==> src/rtl/tick_sched_pkg.sv <==
// tick_sched_pkg: sizing helpers shared by the tick scheduler and its channels
package tick_sched_pkg;
  // Channel-select width; a single channel still needs a 1-bit select field.
  function automatic int ch_w(input int n_ch);
    return (n_ch > 1) ? $clog2(n_ch) : 1;
  endfunction
  // Prescaler ratio between the system clock and the base tick.
  function automatic int base_div(input int clk_hz, input int base_hz);
    return clk_hz / base_hz;
  endfunction
endpackage

==> src/rtl/tick_channel.sv <==
// tick_channel: one programmable tick channel counting base ticks
//   clk, reset  system clock, synchronous active-high reset
//   base_tick   prescaler pulse
//   load        commit strobe: take period/enable, clear the counter
//   period      period in base ticks, 0 = never tick
//   enable      channel enable
//   tick        registered 1-cycle tick pulse
//   enabled     enable bit, showing the new value already in the commit cycle
module tick_channel #(
  parameter int PERIOD_W = 20
) (
  input  logic                clk,
  input  logic                reset,
  input  logic                base_tick,
  input  logic                load,
  input  logic [PERIOD_W-1:0] period,
  input  logic                enable,
  output logic                tick,
  output logic                enabled
);
  logic [PERIOD_W-1:0] r_cnt;
  logic [PERIOD_W-1:0] r_period;
  logic                r_en;
  logic                r_tick;
  logic                w_active;
  logic                w_last;
  assign w_active = base_tick & r_en & (|r_period);
  // Only meaningful while w_active, so period-1 never wraps in use.
  assign w_last   = r_cnt == r_period - PERIOD_W'(1);
  // A load wins over a coincident base tick, which is dropped for this channel.
  always_ff @(posedge clk) begin
    if (reset) begin
      r_cnt    <= '0;
      r_period <= '0;
      r_en     <= 1'b0;
      r_tick   <= 1'b0;
    end else if (load) begin
      r_cnt    <= '0;
      r_period <= period;
      r_en     <= enable;
      r_tick   <= 1'b0;
    end else begin
      r_tick <= w_active & w_last;
      if (w_active) r_cnt <= w_last ? '0 : r_cnt + PERIOD_W'(1);
    end
  end
  assign tick    = r_tick;
  assign enabled = load ? enable : r_en;
endmodule

==> src/rtl/tick_scheduler.sv <==
// tick_scheduler: shared prescaler plus N_CH programmable tick-enable channels
//   clk, reset  system clock, synchronous active-high reset
//   cfg_valid   config write request       cfg_ready  write can be accepted
//   cfg_ch      target channel             cfg_period period in base ticks (0 = never)
//   cfg_enable  channel enable             cfg_err    pulse: committed write had bad channel
//   base_tick   1-cycle pulse at BASE_FREQ_HZ
//   ch_enabled  per-channel enable bit     tick       per-channel 1-cycle tick pulse
module tick_scheduler
  import tick_sched_pkg::*;
#(
  parameter  int CLK_FREQ_HZ  = 100_000_000,
  parameter  int BASE_FREQ_HZ = 1_000_000,
  parameter  int N_CH         = 4,
  parameter  int PERIOD_W     = 20,
  localparam int CH_W         = ch_w(N_CH)
) (
  input  logic                clk,
  input  logic                reset,
  input  logic                cfg_valid,
  output logic                cfg_ready,
  input  logic [CH_W-1:0]     cfg_ch,
  input  logic [PERIOD_W-1:0] cfg_period,
  input  logic                cfg_enable,
  output logic                cfg_err,
  output logic                base_tick,
  output logic [N_CH-1:0]     ch_enabled,
  output logic [N_CH-1:0]     tick
);
  localparam int BASE_DIV = base_div(CLK_FREQ_HZ, BASE_FREQ_HZ);
  localparam int BC_W     = $clog2(BASE_DIV);
  typedef struct packed {
    logic [CH_W-1:0]     ch;
    logic [PERIOD_W-1:0] period;
    logic                enable;
  } cfg_wr_t;
  logic [BC_W-1:0] r_base_cnt;
  logic            r_base_tick;
  logic            r_commit;
  cfg_wr_t         r_cfg;
  logic            w_wrap;
  logic            w_accept;
  logic [N_CH-1:0] w_sel;
  assign w_wrap   = r_base_cnt == BC_W'(BASE_DIV - 1);
  assign w_accept = cfg_valid & ~r_commit;
  always_ff @(posedge clk) begin
    if (reset) begin
      r_base_cnt  <= '0;
      r_base_tick <= 1'b0;
    end else begin
      r_base_cnt  <= w_wrap ? '0 : r_base_cnt + BC_W'(1);
      r_base_tick <= w_wrap;
    end
  end
  // Accepted write is held for exactly one commit cycle, which also blocks the next accept.
  always_ff @(posedge clk) begin
    if (reset) begin
      r_commit <= 1'b0;
      r_cfg    <= '0;
    end else begin
      r_commit <= w_accept;
      if (w_accept) r_cfg <= '{ch: cfg_ch, period: cfg_period, enable: cfg_enable};
    end
  end
  // Decoding against each real channel keeps the out-of-range test free of constant compares.
  for (genvar c = 0; c < N_CH; c++) begin : g_ch
    assign w_sel[c] = r_cfg.ch == CH_W'(c);
    tick_channel #(.PERIOD_W(PERIOD_W)) u_ch (
      .clk      (clk),
      .reset    (reset),
      .base_tick(r_base_tick),
      .load     (r_commit & w_sel[c]),
      .period   (r_cfg.period),
      .enable   (r_cfg.enable),
      .tick     (tick[c]),
      .enabled  (ch_enabled[c])
    );
  end
  assign cfg_ready = ~r_commit;
  assign cfg_err   = r_commit & ~(|w_sel);
  assign base_tick = r_base_tick;
endmodule
==> config.mk <==
export PLATFORM = sky130hd
export DESIGN_NAME = tick_scheduler
export DESIGN_NICKNAME = d
export VERILOG_FILES = /design/src/rtl/tick_sched_pkg.sv /design/src/rtl/tick_channel.sv /design/src/rtl/tick_scheduler.sv
export SDC_FILE = /design/constraint.sdc
export NUM_CORES = 1
export LEC_CHECK = 0
export CAP_MARGIN = 20
export CORE_AREA = 4 4 161 163
export CTS_CLUSTER_DIAMETER = 120
export DETAILED_ROUTE_END_ITERATION = 6
export DIE_AREA = 0 0 165 167
export SLEW_MARGIN = 20
export SYNTH_ARGS = -nofsm -noshare
export SYNTH_HDL_FRONTEND = slang
export SYNTH_SLANG_ARGS = --single-unit
==> constraint.sdc <==
create_clock -name clk -period 4.3 [get_ports clk]
set_input_delay 1.29 -clock clk [delete_from_list [all_inputs] [get_ports clk]]
set_output_delay 1.29 -clock clk [all_outputs]
set_load 0.03 [all_outputs]
# [Word-level counts from Yosys, hierarchy flattened]
# Cells that the tools add are included.
[totals] input_bits=26 out_inout_bits=11 elab_cells=78 register_bits=200
[op_classes] bitwise_logic=20 mux=8 n_addsub=9 eq_ne=8 reduce_logical=11
[ops] operator="$add A20 B1 Y20 const B" n=4
[ops] operator="$eq A20 B20 Y1" n=4
[ops] operator="$mux W20" n=4
[ops] operator="$reduce_or A20 Y1" n=4
[ops] operator="$sub A20 B1 Y20 const B" n=4
[ops] operator="$and A1 B1 Y1" n=18
[ops] operator="$reduce_or A2 Y1" n=5
[ops] operator="$add A7 B1 Y7 const B" n=1
[ops] operator="$eq A7 B7 Y1 const B" n=1
[ops] operator="$eq A2 B2 Y1 const B" n=2
[ops] operator="$mux W1" n=4
[ops] operator="$reduce_or A4 Y1" n=1
[ops] operator="$eq A2 B1 Y1 const B" n=1
[ops] operator="$logic_not A2 Y1" n=1
[ops] operator="$not A1 Y1" n=2

# [Logic depth before layout (Yosys ltp)]
[depth] word_depth=4 ltp_mapped=11 ltp_nobuf=9

# [Modules after synthesis]
# A second synthesis with hierarchy kept.
[hier_totals] cells_unflattened=1264 area_unflattened_um2=11123.2
[by_module_without_submodules] module="tick_channel (g_ch[1].u_ch ...)" area_each_um2=2524.9 cells_each=282 seq_area_each_um2=840.8 instances=3
[by_module_without_submodules] module="tick_channel (g_ch[0].u_ch)" area_each_um2=2376.0 cells_each=274 seq_area_each_um2=840.8 instances=1
[by_module_without_submodules] module="tick_scheduler" area_each_um2=1172.4 cells_each=144 seq_area_each_um2=640.6 instances=1

# [Least setup slack after synthesis]
# Ideal clock, no wire load.
[synth_timing] path_kind="reg-to-reg" from="register g_ch[1].u_ch.r_period[0]" to="register g_ch[1].u_ch.r_cnt[13]" setup_slack_ns=1.143 path_stages_with_launch=12 arrival_time_ns=3.041 t_required_ns=4.184 period_less_slack_ns=3.157 cell_sequence="dfxtp_1 inv_1 ha_1 clkbuf_1 nor4b_1 nand4_1 nor2_1 xnor2_1 or4bb_1 or4_1 clkbuf_1 and3_1"
[synth_via] elab_chain_cells=3 word_cells_on_any_way=5 cone_classes="add/sub: 1; eq/ne: 1; mux: 1; bitwise: 1; reduce/logical: 1"
[synth_lines] item="start: declaration" line_no="tick_channel.sv:22" source="logic [PERIOD_W-1:0] r_period;"
[synth_lines] item="start signal: assignment" line_no="tick_channel.sv:39" source="r_period <= period;"
[synth_lines] item="$sub A20 B1 Y20" line_no="tick_channel.sv:29" source="assign w_last = r_cnt == r_period - PERIOD_W'(1);"
[synth_lines] item="$eq A20 B20 Y1" line_no="tick_channel.sv:29"
[synth_lines] item="$mux W20" line_no="tick_channel.sv:44" source="if (w_active) r_cnt <= w_last ? '0 : r_cnt + PERIOD_W'(1);"
[synth_lines] item="end signal: assignment" line_no="tick_channel.sv:44"
[synth_lines] item="end: declaration" line_no="tick_channel.sv:21" source="logic [PERIOD_W-1:0] r_cnt;"
# Several ways; a longest one is shown, not always the timed one.
# A chain may end at the register's enable or synchronous reset.

# [Final worst setup path]
[layout_timing] from="register r_cfg[21] (netlist bit)" to="output port ch_enabled[0]"
[layout_via] elab_chain_cells=3
[layout_lines] item="start: declaration" line_no="tick_scheduler.sv:39" source="cfg_wr_t r_cfg;"
[layout_lines] item="start signal: assignment" line_no="tick_scheduler.sv:61" source="if (w_accept) r_cfg <= '{ch: cfg_ch, period: cfg_period, enable: cfg_enable};"
[layout_lines] item="$logic_not A2 Y1" line_no="tick_scheduler.sv:66" source="assign w_sel[c] = r_cfg.ch == CH_W'(c);"
[layout_lines] item="$and A1 B1 Y1" line_no="tick_scheduler.sv:71" source=".load (r_commit & w_sel[c]),"
[layout_lines] item="$mux W1" line_no="tick_channel.sv:48" source="assign enabled = load ? enable : r_en;"
[layout_lines] item="end: declaration" line_no="tick_scheduler.sv:26" source="output logic [N_CH-1:0] ch_enabled,"
# No other way between the ends.

==> results.yml <==
die:
  fp-row-count: 57
  die_h_um: 167
  num_io_pins: 37
  fp.coreArea_um2: 24300
  start_util: 0.448
  die_area_um2: 27600
  fp.dieW_um: 165
finish:
  syn2layout_area_growth_pct: 10.3
  drive_above_1_share: 0.0621
  mostFrequentLayoutCell: "nand2_1"
  fin_util: 0.494
  finalNonFillerCells: 1692
  diodes: 0
  layout_common_cells: "276 x nand2_1, 200 x dfxtp_1, 114 x a21oi_1, 103 x xnor2_1, 97 x nor2_1"
  fin_nets: 1391
timing:
  layout_min_cycle_time_ps: 3820
  rsz0062_at_grt: "no"
  max_freq_mhz: 262
  relSlewSlack: 0.401
  tightest_slew_ps: 896
  hold_viol_final: 0
  setup-tns-final_ps: 0
  period_share: 0.888
  timing.final.max_slew_violations: 0
  skew_ps: 12.2
  setup_violations: 0
critical_path:
  crit_fanout: 21
  r2r-start: "g_ch[1].u_ch.r_period[0]"
  critical_path_class: "reg2out"
  startpoint: "r_cfg[21]"
  end_kind: "output port"
  startpoint_type: "flop"
  critical_path_required_ps: 3010
  arrival_ps: 2530
grt:
  grt_pass1_wl_um: 44000
  gr-usage-met2: 0.300
  grt_max_degree: 48
  grt_pass1_vias: 8452
  gr-usage-met3: 0.0279
  grt_usage: 0.195
  grt_overflow_total: 0
  globalRouteMet1Util: 0.287
  top_usage_layer: "met2"
  antenna_found_initial: 0
clock_network:
  cts_buffer_depth: 2
  cts_buffers: 17
  cts_root_buffer: "clkbuf_16"
  holdBufCountCts: 0
  clock_latency_ps: 430
  path_clk_slew_ps: 70
  cts_tree: "done"
  cts_setup_buffers: 0
  htreeDepth: 4
  numClockSinks: 200
  post_cts_resized: 0
yosys:
  seq_area_frac_synth: 0.368
  synthArstFlopShare: 0
  yosysTopAreaCellShare: 0.368
  ys_ff_latch: 200
  syn-num-nets: 1404
  synth_edf_count: 0
  ys_types: 73
  synthCells: 1369
  synth_warnings: 0
  synthesis.area_um2: 10900
  avgSynthCellArea_um2: 7.96
  synthTopCellsByArea: "dfxtp_1 37%, nand2_1 9.5%, xnor2_1 8.3%"
  synth_top_area_cell: "dfxtp_1"
  synth-main-ff-cell: "dfxtp_1"
route:
  wl_per_cell_um: 16.0
  dr.pass1.iters: 5
  postRouteAntennaNets: 0
  vias_per_cell: 5.47
  via_count: 9260
  first_iter_violations: 774
  drt-total-wl_um: 27100
  drc: 0
place:
  place_congestion: 0.831
  dp_cells: 1661
  buffer_ports.inserted: 35
  dpl.hpwl_um: 18900
pwr:
  power_frac_comb: 0.060
  seqPwrFrac: 0.505
  p_int_mw: 2.89
  p_per_area_nw_per_um2: 315
  p_leak_nw: 4.33
  p_sw_uw: 900
  vdd_drop_max_mv: 0.217
  power.clock.fraction: 0.435
  p_sw_frac: 0.237
outcome:
  status: "finished clean"
flow_run:
  drv_cap: 0
worst_hold_path:
  hold_path.class: "reg2reg"
  min_from: "r_base_cnt[0]"
-- state kept, by name, indices dropped and copies added (netlist names) --
register            flops
g_ch.u_ch.r_period     80
r_base_cnt              7
r_commit                1
g_ch.u_ch.r_en          4
g_ch.u_ch.r_cnt        80
g_ch.u_ch.tick          4
base_tick               1
r_cfg                  23
-- final timing paths --
path | cells after the start | slack (ps) | endpoint
worst max-delay path | 4 | 480 | ch_enabled[0]
worst min-delay path | 1 | 440 | r_base_cnt[0]
worst max register to register | 9 | 790 | g_ch[1].u_ch.r_cnt[13]
worst min register to register | 1 | 440 | r_base_cnt[0]
-- worst max-delay path, stage by stage (launching register included) --
cell             delay, ps
dfxtp_1                510
or3_1                  620
nand2_1                150
nand2_1                140
clkdlybuf4s50_1        680
-- metal layers --
layer  vias up  part of all wire  wire length (um)
met2       160              0.45             12300
met1      4409              0.50             13500
met3        20             0.038              1030
li1       4671                 -                 -
met4         0            0.0094               255
met5         -                 0                 0
-- power groups by stage --
stage | clock network (mW) | registers (mW) | logic (mW)
after floorplan | 0 | 1.93 | 0.166
after CTS | 1.68 | 1.91 | 0.227
after global placement | 0 | 1.96 | 0.223
final | 1.65 | 1.92 | 0.227
after detailed placement | 0 | 1.96 | 0.226
after global routing | 1.76 | 1.92 | 0.253
-- metrics by stage --
step	cell area, um2	hold WS [ps]	total power [mW]	setup WS [ps]
finish	12000	444	3.79	480
global route	12000	470	3.93	283
CTS	12000	451	3.82	466
detailed placement	11400	438	2.18	842
global placement	11400	432	2.18	944
floorplan	10900	413	2.10	1140
-- cells in the mapped netlist (4+ instances only) --
master      n
a211oi_1    8
or2_2       4
a21oi_1   114
and3_1     40
nor3_1     53
nor2_1     98
nand4b_1    6
clkbuf_1   60
ha_1        9
xnor2_1   103
o211ai_1    4
or3_1       8
mux2i_1    15
and4_1      6
nor3b_1     4
nor4_2     16
xor2_1     81
and2_1     10
a31oi_1     4
inv_1      24
nor2b_1    14
dfxtp_1   200
nand2_1   276
or4_1      10
nand2b_1    4
nand4_1    31
nand3b_1    6
nor4b_1     4
buf_1       6
buf_4       9
nand3_1    36
nor4_1     29
o21ai_0     9
buf_2       4
mux2_2      4
-- cells by family (layout without fill, tap and decap cells) --
group           Yosys count  after routing  share of synthesized area
compound gates          172            172                     0.0942
xor+xnor                184            184                      0.148
fa+ha+maj                 9              9                     0.0103
buf+inv                 106            105                     0.0416
flops                   200            200                      0.368
mux                      21             21                     0.0200
other cells               1              1                   0.000344
simple gates            676            676                      0.318
-- final cells by class --
class | count | area, um2
Clock buffer | 23 | 488
Tap cell | 324 | 405
Timing Repair Buffer | 50 | 460
Clock inverter | 8 | 113
Inverter | 24 | 90.1
Fill cell | 2435 | 12300
Multi-Input combinational cell | 1063 | 6450
Sequential cell | 200 | 4000
Power figures use the tool's default switching activity.
==> RTL change 1: new RTL, same flow settings <==
Register the input `cfg_ch` before use. The logic sees it one clock later. The other inputs are not delayed to match.
--- a/src/rtl/tick_scheduler.sv
+++ b/src/rtl/tick_scheduler.sv
@@ -34,4 +34,11 @@
     logic                enable;
   } cfg_wr_t;
+
+  logic [CH_W-1:0] cfg_ch_q;
+
+  always_ff @(posedge clk) begin
+    cfg_ch_q <= cfg_ch;
+  end
+
   logic [BC_W-1:0] r_base_cnt;
   logic            r_base_tick;
@@ -59,5 +66,5 @@
     end else begin
       r_commit <= w_accept;
-      if (w_accept) r_cfg <= '{ch: cfg_ch, period: cfg_period, enable: cfg_enable};
+      if (w_accept) r_cfg <= '{ch: cfg_ch_q, period: cfg_period, enable: cfg_enable};
     end
   end
Behaviour: not the same (a bounded check fails within 4 cycles, from zero or initial values and one cycle with reset high).
==> RTL change 1 against the unedited design <==
Clock skew grew 5.2 ps. Area after synthesis is 0.20% lower. Wire length grew 1.5%. Largest cell class unchanged. Final area up 1.4%. Largest power group is now clock. Total power is 9.4% higher. Sequential cell count is 2 higher. Hold slack worse by 13 ps. Synthesized cell count is 1.2% higher. Worst setup slack better by 130 ps.
==> RTL change 1: results (changes against the unedited design) <==
Global route
  – Vias in the first global route: 8649 (+2.3%)
  – First-pass GRT wire length: 44900 um (+2.0%)
  – GRT Resource Usage Total: 19.6% (+0.16 points)

CTS
  – Clock Tree Buf Depth: 3 (+1)
  – H-tree levels: 1 (-3)
  – CTS buffer count: 23 (+6)
  – Clk_lat worst skew: 520 ps (+90 ps)

Placed design
  – Post-DP HPWL: 19200 um (+1.4%)
  – Placed inst area: 0.0114 mm^2 (about the same)
  – GP Congestion: 0.861 (+3.5%)

Detailed routing
  – DRT iter0 DRCs: 614 (-21%)
  – Routed WL per cell: 16.0 um (+0.26%)
  – Detailed-route vias per instance: 5.48 (+0.19%)

Power and ir drop
  – Maximum vdd drop: 0.240 mV (+10%)
  – Internal power: 3180 uW (+10%)
  – Leakage power: 0.00431 uW (-0.53%)
  – Clock power frac: 47.7% (+4.2 points)
  – Pwr dens: 340 mW/mm^2 (+7.9%)

Synthesis
  – Sequential area share after synthesis: 37.2% (+0.44 points)
  – Synth Area in XOR/XNOR: 14.1% (-0.72 points)
  – Synth top area cells: dfxtp_1 37%, nand2_1 9.4%, xnor2_1 7.8%
  – Commonest cells post-synth: 273 x nand2_1, 202 x dfxtp_1, 120 x a21oi_1
  – Synth top area share: 37.2% (+0.44 points)
  – Complex-gate fraction of the synthesized area: 10.9% (+1.4 points)
  – Adder-cell area share of the yosys netlist: 1.04% (+0.0020 points)
  – Post-synthesis mux area share: 1.48% (-0.51 points)
  – Mapped Nets: 1420 (+1.1%)
  – Syn Area/Cell: 7.85 um^2 (-1.3%)

Finish
  – # diodes: 0 (unchanged)
  – Biggest regs: g_ch.u_ch.r_cnt (80), g_ch.u_ch.r_period (80), r_cfg (23)
  – Filler cells: 2402 (-1.4%)
  – Fraction of layout cells with a size suffix above 1: 5.83% (-0.38 points)
  – Final Non-Filler Cells: 1713 (+1.2%)

Setup path
  – Crit path DAT: 2400 ps (-130 ps)
  – CP max FO: 22 (+4.8%)

Timing
  – Clock Skew: 17.4 ps (+5.20 ps)
  – Max-Slew Margin vs Limit: 29.2% (-11 points)

Outcome
  – Run status: finished clean
==> RTL change 1: cells by family after synthesis <==
group,after synthesis
other,1
adder cells (fa/ha/maj),9
AO/OA/AOI/OAI,200
multiplexers,16
XOR/XNOR,173
AND/OR/NAND/NOR,675
buffers and inverters,109
flip-flops,202
==> RTL change 1: worst max-delay path, stage by stage, from the launching register on <==
cell,delay [ps]
dfxtp_1,430
inv_1,140
nor3b_2,190
buf_4,260
nand2_1,100
nand2_1,90
clkdlybuf4s50_1,670
==> RTL change 1: area by class of cell <==
type | count | share of cell area (%)
clock buffers | 35 | 5.83
inverters | 22 | 0.678
well taps | 324 | 3.33
clock inverters | 5 | 0.483
flip-flops and latches | 202 | 33.2
multi-input cells | 1074 | 52.5
repair buffers | 51 | 3.94
==> RTL change 1: path summary, 6_finish.rpt <==
kind	start	end	slack (ps)	depth (start not counted)
setup / recovery	r_commit	ch_enabled[1]	610	6
setup reg to reg	g_ch[2].u_ch.r_period[0]	g_ch[2].u_ch.r_cnt[1]	910	10
hold reg to reg	cfg_ch_q[1]	r_cfg[22]	430	2
hold / removal	cfg_ch_q[1]	r_cfg[22]	430	2
==> RTL change 1: per-layer routing <==
layer  track usage (%)  part of all wire (%)  vias to the layer above
li1                  -                     -                     4803
met1              28.6                    49                     4391
met2              30.1                    44                      158
met3              3.31                   5.1                       41
met4              4.81                   2.1                        0
met5                 0                     0                        -
==> RTL change 1: stage by stage <==
step,worst slack [ps],util [%]
final,610,50.1
after global routing,463,50.1
after CTS,565,50.1
after detailed placement,937,46.9
after global placement,1030,46.9
after floorplan,1300,-
==> RTL change 2: new RTL, same settings <==
Without the edit above. `PERIOD_W` is set to 20 in 2 places; all go to 30.
--- a/src/rtl/tick_channel.sv
+++ b/src/rtl/tick_channel.sv
@@ -8,5 +8,5 @@
 //   enabled     enable bit, showing the new value already in the commit cycle
 module tick_channel #(
-  parameter int PERIOD_W = 20
+  parameter int PERIOD_W = 30
 ) (
   input  logic                clk,
--- a/src/rtl/tick_scheduler.sv
+++ b/src/rtl/tick_scheduler.sv
@@ -12,5 +12,5 @@
   parameter  int BASE_FREQ_HZ = 1_000_000,
   parameter  int N_CH         = 4,
-  parameter  int PERIOD_W     = 20,
+  parameter  int PERIOD_W     = 30,
   localparam int CH_W         = ch_w(N_CH)
 ) (
Ports: changed (resized cfg_period); port bits go from 37 to 47. The function was not compared with the original's and may differ.
==> RTL change 2 against the unedited design <==
Sequential share of layout area is 0.60 points higher. Combinational power is 66% higher. Area after synthesis is 43% higher. Highest routed layer unchanged. Critical path type unchanged. Total power is 55% higher. Clock skew is 3.6 ps higher. Wire length is 51% higher. Via count is 50% higher. Sequential cell count is 90 higher. Worst setup slack worse by 91 ps. Final area is 42% higher. Non-clock buffer count is 15 higher. Largest cell class unchanged.
==> RTL change 2: results (changes against the unedited design) <==
Placed design
  – GP Congestion: 0.946 (+14%)
  – Post-DP HPWL: 29000 um (+53%)
  – Worst slack at placement: 661 ps (-181 ps)

Finish
  – Final instance area: 0.0171 mm^2 (+42%)
  – Num sequential: 290 (+45%)
  – Filler cells: 2088 (-14%)
  – Layout clock buffers: 44 (+91%)
  – Fraction of area in multi-input gates: 53.5% (-0.23 points)

Synthesis
  – Post-synth cell types: 75 (+2.7%)
  – Commonest cells post-synth: 425 x nand2_1, 290 x dfxtp_1, 174 x a21oi_1
  – Synth top area cells: dfxtp_1 37%, nand2_1 10%, xnor2_1 8.4%
  – Sequential area share after synthesis: 37.3% (+0.52 points)
  – Post-Synthesis Cells: 2011 (+47%)
  – Mapped Nets: 2056 (+46%)

Global route
  – M2 GR Usage: 46.3% (+16 points)
  – GRT Resource Usage Total: 29.0% (+9.5 points)
  – First-pass GRT wire length: 65900 um (+50%)
  – Met3 usage: 4.37% (+1.6 points)

Power and ir drop
  – Switching Fraction: 23.5% (-0.25 points)
  – Leakage power: 0.00628 uW (+45%)
  – Comb power: 377 uW (+66%)
  – Maximum vdd drop: 0.332 mV (+53%)

Timing
  – Setup WS post-layout: 390 ps (-90.6 ps)
  – Max-Slew Margin vs Limit: 33.9% (-6.3 points)
  – Hold Slack: 462 ps (+17.8 ps)

CTS
  – Clock Tree Buf Depth: 3 (+1)

Setup path
  – CP max FO: 32 (+52%)
  – R2R depth: 10 (+1)
  – RR Startpoint: g_ch[3].u_ch.r_period[0]

Detailed routing
  – Wl on met1: 18100 um (+34%)
  – Routed WL per cell: 17.5 um (+9.4%)
  – DRT iter0 DRCs: 1138 (+47%)

Outcome
  – Run status: finished clean
==> RTL change 2: cell types whose count changed after synthesis, sizes merged, moves of 15 or more <==
cell    delta
a21oi     +60
clkbuf    +30
dfxtp     +90
nand2    +149
nand2b    +15
nand3     +27
nor2      +34
nor3      +88
xnor2     +47
xor2      +53
==> RTL change 2: cell families (layout without fill, tap and decap cells) <==
logic type | count (synthesis) | in the layout | share of synthesized area, %
AND/OR/NAND/NOR | 1006 | 1006 | 31.1
flip-flops | 290 | 290 | 37.3
XOR/XNOR | 284 | 284 | 16.0
AO/OA/AOI/OAI | 259 | 259 | 9.76
buffers and inverters | 146 | 147 | 4.07
multiplexers | 16 | 16 | 1.04
adder cells (fa/ha/maj) | 9 | 9 | 0.723
other | 1 | 1 | 0.0241
==> RTL change 2: critical path, cell delays in order, from the launching register on <==
cell and delay, ps:
dfxtp_1 490, nand2_1 120, or2_2 530, nand2_1 190, nand2_1 110, clkdlybuf4s50_1 610
